<file path="src/rtl/byte_packer_1_to_4.sv">
// byte_packer_1_to_4
//
// Packs a stream of bytes into 32-bit words. Each accepted byte is routed
// into one of four byte lanes selected by a 2-bit lane counter. A word is
// emitted when four bytes have been collected, or earlier on flush (partial
// word, only filled lanes flagged in byte_en). Unfilled lanes read 0.
//
// Ports
//   clk        single clock, all state updates on the rising edge
//   rst        synchronous, active-high reset (priority over everything)
//   in_byte    byte from the upstream source
//   in_valid   in_byte is valid this cycle
//   in_ready   packer can accept a byte this cycle (decoded from state only)
//   flush      emit a partially filled word
//   word_out   packed word (registered)
//   byte_en    one bit per filled lane; bit k covers word_out[8k+7:8k]
//   out_valid  word_out/byte_en are valid (registered)
//   out_ready  downstream accepts the word this cycle
//
// Handshake: a transfer happens on a rising edge where valid and ready are
// both 1 on that interface. The byte side transfers only while filling; the
// word side only while holding. Once out_valid is raised, word_out and
// byte_en stay stable until the word transfer.
//
// LANE_ORDER = 0: first byte goes to word_out[7:0]; 1: first byte goes to
// word_out[31:24].

module byte_packer_1_to_4 #(
  parameter int LANE_ORDER = 0
) (
  input  logic        clk,
  input  logic        rst,
  input  logic [7:0]  in_byte,
  input  logic        in_valid,
  output logic        in_ready,
  input  logic        flush,
  output logic [31:0] word_out,
  output logic [3:0]  byte_en,
  output logic        out_valid,
  input  logic        out_ready
);

  typedef enum logic {
    FILL = 1'b0,
    HOLD = 1'b1
  } state_t;

  state_t      state_q;
  state_t      state_d;
  logic [1:0]  cnt_q;
  logic [1:0]  cnt_d;
  logic [31:0] word_d;
  logic [3:0]  be_d;
  logic        valid_d;
  logic [1:0]  lane;
  logic        byte_xfer;
  logic        word_xfer;

  // in_ready depends on the current state only, never on in_valid.
  assign in_ready  = (state_q == FILL);
  assign byte_xfer = in_valid && in_ready;
  assign word_xfer = out_valid && out_ready;

  // Lane chosen by the counter, mirrored for big-endian lane order.
  assign lane = (LANE_ORDER != 0) ? (2'd3 - cnt_q) : cnt_q;

  always_comb begin
    state_d = state_q;
    cnt_d   = cnt_q;
    word_d  = word_out;
    be_d    = byte_en;
    unique case (state_q)
      FILL: begin
        if (byte_xfer) begin
          word_d[{lane, 3'b000} +: 8] = in_byte;
          be_d[lane]                  = 1'b1;
          cnt_d                       = cnt_q + 2'd1;
          // Fourth byte, or a flush alongside a byte: store then emit.
          if (cnt_q == 2'd3 || flush) begin
            state_d = HOLD;
          end
        end else if (flush && cnt_q != 2'd0) begin
          // Flush with nothing collected is ignored: no empty words.
          state_d = HOLD;
        end
      end
      HOLD: begin
        if (word_xfer) begin
          state_d = FILL;
          cnt_d   = 2'd0;
          word_d  = 32'h0;
          be_d    = 4'b0000;
        end
      end
      default: begin
        state_d = FILL;
      end
    endcase
    valid_d = (state_d == HOLD);
  end

  always_ff @(posedge clk) begin
    if (rst) begin
      state_q   <= FILL;
      cnt_q     <= 2'd0;
      word_out  <= 32'h0;
      byte_en   <= 4'b0000;
      out_valid <= 1'b0;
    end else begin
      state_q   <= state_d;
      cnt_q     <= cnt_d;
      word_out  <= word_d;
      byte_en   <= be_d;
      out_valid <= valid_d;
    end
  end

endmodule

</file>
<file path="config.mk">
export PLATFORM = sky130hd
export DESIGN_NAME = byte_packer_1_to_4
export DESIGN_NICKNAME = d
export VERILOG_FILES = /design/src/rtl/byte_packer_1_to_4.sv
export SDC_FILE = /design/constraint.sdc
export NUM_CORES = 1
export LEC_CHECK = 0
export BUFFER_PORTS_ARGS = -buffer_cell sky130_fd_sc_hd__buf_2
export CAP_MARGIN = 30
export CELL_PAD_IN_SITES_DETAIL_PLACEMENT = 1
export CELL_PAD_IN_SITES_GLOBAL_PLACEMENT = 1
export CORE_ASPECT_RATIO = 0.8
export CORE_MARGIN = 2
export CORE_UTILIZATION = 38
export DETAILED_ROUTE_END_ITERATION = 16
export PLACE_DENSITY_LB_ADDON = 0.1
export SYNTH_ARGS = -nofsm -noshare
export SYNTH_HDL_FRONTEND = slang
export SYNTH_SLANG_ARGS = --single-unit
</file>
<file path="constraint.sdc">
create_clock -name clk -period 2 [get_ports clk]
set_input_delay 0.4 -clock clk [delete_from_list [all_inputs] [get_ports clk]]
set_output_delay 0.4 -clock clk [all_outputs]
set_load 0.01 [all_outputs]
</file>
==> impl_metrics.json <==
{
  "run_status": "finished clean",
  "global_route.usage.met3_pct": 5.556,
  "n_antenna_cell": 0,
  "cts.sink_count": 39,
  "antenna_violations_before_repair": 0,
  "globalplace.congestion": 0.7774,
  "dr_wl_cell_um": 17.63,
  "drt_pass1_iterations": 4,
  "power.share.combinational_pct": 16.7,
  "synthXorXnorAreaFrac_pct": 0,
  "post_synth_fa_ha_maj_area_fraction_pct": 5.376,
  "ys_seq_area_share_pct": 41.94,
  "io_buffer_count": 50,
  "post_route_ant_nets": 0,
  "fin_setup_tns_ns": 0,
  "synthesis.area_per_instance_um2": 9.082,
  "globalRouteOverflowTotal": 0,
  "io_pins": 51,
  "commonest_cells_after_routing_fill_and_taps_aside": "sky130_fd_sc_hd__buf_2 (50), sky130_fd_sc_hd__dfxtp_1 (38), sky130_fd_sc_hd__a21oi_1 (36), sky130_fd_sc_hd__nand3_1 (33), sky130_fd_sc_hd__o2111ai_1 (24)",
  "finalHoldWorstSlack_ns": 0.4056,
  "hold_class": "in -> reg",
  "grt_pass1_wl_um": 8694,
  "dr.first_iter.drc_count": 92,
  "number_of_global_route_vias_before_repair": 1716,
  "route.final.wire_length_um": 5377,
  "area.growth.synth_to_final_pct": 17.47,
  "power.density_cell_area_nw_per_um2": 710.5,
  "pwr-share-seq_pct": 52.0,
  "clkLatencyLatePin_ns": 0.29,
  "switching_power_of_the_nets_mw": 0.4370,
  "clk_path_buf_depth": 2,
  "dr_total_vias": 1779,
  "rsz0062_at_grt": "false",
  "report.final.setup_viol": 0,
  "die_h_um": 66.61,
  "final_hold_violation_count": 0,
  "main_combinational_cell_family_by_area_after_synthesis": "compound AO/OA/AOI/OAI gates",
  "critical_path_class": "reg -> reg",
  "timing.final.max_slew_violations": 0,
  "tritoncts_clock_tree": "yes",
  "power_leakage_nw": 0.8705,
  "floorplan.die.width_um": 82.26,
  "final_core_util_pct": 47.01,
  "clk_transition_reported_paths_ns": 0.07,
  "postSynthCellCount": 205,
  "detailed_place_hpwl_um": 3771,
  "synth_nets": 226,
  "critical-path-top-delay-family": "flip-flops",
  "cts-root-buf": "sky130_fd_sc_hd__clkbuf_8",
  "power.switching_fraction_pct": 28.12,
  "critical_path.max_fanout": 16,
  "synth_warnings": 0,
  "synth.largest_area_cell": "sky130_fd_sc_hd__dfxtp_1",
  "final_net_count": 267,
  "yosys.area.top_type_share_pct": 41.94,
  "slew_headroom_pct": 29.67,
  "htreeDepth": 2,
  "number_of_buffers_created_by_cts": 5,
  "endpoint_kind": "flop",
  "post_synth_mux_area_share_pct": 0.5376,
  "busiest_layer": "met2",
  "cp_slowest_stage_delay_ns": 0.39,
  "worstMarginPinSlew_ns": 1.055,
  "layout-drive-gt1-share_pct": 26.94,
  "final_common_cell": "sky130_fd_sc_hd__buf_2",
  "synth.area.top_cells": "sky130_fd_sc_hd__dfxtp_1 (42%), sky130_fd_sc_hd__o2111ai_1 (11%), sky130_fd_sc_hd__a21oi_1 (9.7%)",
  "fp.dieArea_um2": 5479,
  "cp_cell_sequence": "inv_1 -> ha_1 -> nor3b_4 -> buf_4 -> o2111ai_1 -> a21oi_1",
  "maxClockFrequency_mhz": 561.2,
  "cp_data_required_time_ns": 2.21,
  "initial_utilization_pct": 40.02,
  "synth_compound_gate_area_share_pct": 25.87,
  "post-route-min-period_ns": 1.782,
  "vias_per_cell": 5.833,
  "pwr-share-clk_pct": 31.3,
  "floorplan.core_area_um2": 4652,
  "grt_max_degree": 40,
  "synth.ff_latch_count": 39,
  "crit_path_top_delay_cell": "sky130_fd_sc_hd__dfxtp_2",
  "drc": 0,
  "gr-usage-met2_pct": 34.07,
  "critical_path_buf_inv_count": 2,
  "synth_simple_gate_area_share_pct": 19.09,
  "cap_violations": 0,
  "skew_ns": 0.006117,
  "globalRouteMet1Util_pct": 27.82,
  "post_synth_cell_types": 28,
  "worst_ir_drop_vdd_mv": 0.3451,
  "timing.critical_path.arrival_ns": 1.99,
  "period_share_pct": 89.09,
  "grt_util_all_layers_pct": 21.23,
  "mappedNetlistArea_um2": 1862,
  "power_report.internal_total_mw": 1.117,
  "setup.worst_path.start_class": "flop",
  "placementRows": 22
}
[cells in the mapped netlist]
cell and instances:
sky130_fd_sc_hd__nor3b_4 1, sky130_fd_sc_hd__nor2b_1 2, sky130_fd_sc_hd__ha_1 8, sky130_fd_sc_hd__and3b_2 1, sky130_fd_sc_hd__clkbuf_1 6, sky130_fd_sc_hd__buf_6 2
sky130_fd_sc_hd__a211o_1 1, sky130_fd_sc_hd__nor2_2 1, sky130_fd_sc_hd__buf_2 8, sky130_fd_sc_hd__a22oi_1 3, sky130_fd_sc_hd__and2_1 2, sky130_fd_sc_hd__buf_1 1
sky130_fd_sc_hd__buf_4 2, sky130_fd_sc_hd__a21oi_1 36, sky130_fd_sc_hd__nand3_1 33, sky130_fd_sc_hd__o2111ai_1 24, sky130_fd_sc_hd__dfxtp_1 39, sky130_fd_sc_hd__clkbuf_2 3
sky130_fd_sc_hd__nand3b_1 4, sky130_fd_sc_hd__mux2i_1 1, sky130_fd_sc_hd__nand2_1 2, sky130_fd_sc_hd__nor4b_4 1, sky130_fd_sc_hd__nand2b_1 1, sky130_fd_sc_hd__o211ai_1 8
sky130_fd_sc_hd__nor3_1 1, sky130_fd_sc_hd__inv_1 4, sky130_fd_sc_hd__and3b_1 4, sky130_fd_sc_hd__nor2_1 6
[sequential cells by signal, summed over array words and instances, names as in the netlist]
name	count
byte_en	4
cnt_q	2
state_q	1
word_out	32
[layer usage]
layer	share of wire, %	wire, um
met2	47	2538
met4	1.1	61
met1	46	2497
met5	0	0
met3	5.2	279
[through the flow]
stage	power (mW)	cells	area, um^2	setup slack, ns
6_report	1.554	305	2187	0.2182
5_1_grt	1.628	305	2187	0.08897
4_1_cts	1.553	304	2178	0.09512
3_5_place_dp	1.076	298	2106	0.1118
3_3_place_gp	1.067	298	2106	0.1682
2_1_floorplan	1.001	205	1862	0.2132
[cells by family (layout without fill, tap and decap cells)]
group | after synthesis | in the layout
flip-flops | 39 | 39
AND/OR/NAND/NOR | 59 | 59
AO/OA/AOI/OAI | 72 | 72
adder cells (fa/ha/maj) | 8 | 8
buffers and inverters | 26 | 66
multiplexers | 1 | 1
[final timing paths]
| check | from | endpoint | slack, ns | cells past startpoint |
|---|---|---|---|---|
| worst max register to register | cnt_q[1] | word_out[18] | 0.22 | 6 |
| worst max-delay path | cnt_q[1] | word_out[18] | 0.22 | 6 |
| worst min-delay path | out_ready | state_q | 0.41 | 3 |
| worst min register to register | word_out[25] | word_out[25] | 0.47 | 2 |
[final cells by class]
cell class / instances / area, um^2
multi-input combinational: 140 / 947.2
sequential: 39 / 782.0
clock buffer: 6 / 72.57
timing repair buffer: 56 / 295.3
inverter: 4 / 15.01
tap: 60 / 75.07
fill: 569 / 2465
[worst reg2reg max path: stages (launching register included)]
cell and delay [ns]:
sky130_fd_sc_hd__dfxtp_2 0.39, sky130_fd_sc_hd__inv_1 0.11, sky130_fd_sc_hd__ha_1 0.39, sky130_fd_sc_hd__nor3b_4 0.20, sky130_fd_sc_hd__buf_4 0.22, sky130_fd_sc_hd__o2111ai_1 0.16, sky130_fd_sc_hd__a21oi_1 0.22
[power groups by stage]
stage	registers, mW	clock network, mW	logic [mW]
2_1_floorplan	0.835	0	0.166
3_5_place_dp	0.825	0	0.251
4_1_cts	0.807	0.492	0.253
6_report	0.807	0.486	0.260
3_3_place_gp	0.823	0	0.244
5_1_grt	0.809	0.533	0.287
[repair_timing]
| action | in CTS | in global routing |
|---|---|---|
| setup buffers | 0 | 1 |
| resized for setup | 0 | 1 |
| setup endpoints to repair | 0 | 9 |
| hold buffers | 0 | 0 |
Power figures use the tool's default switching activity.
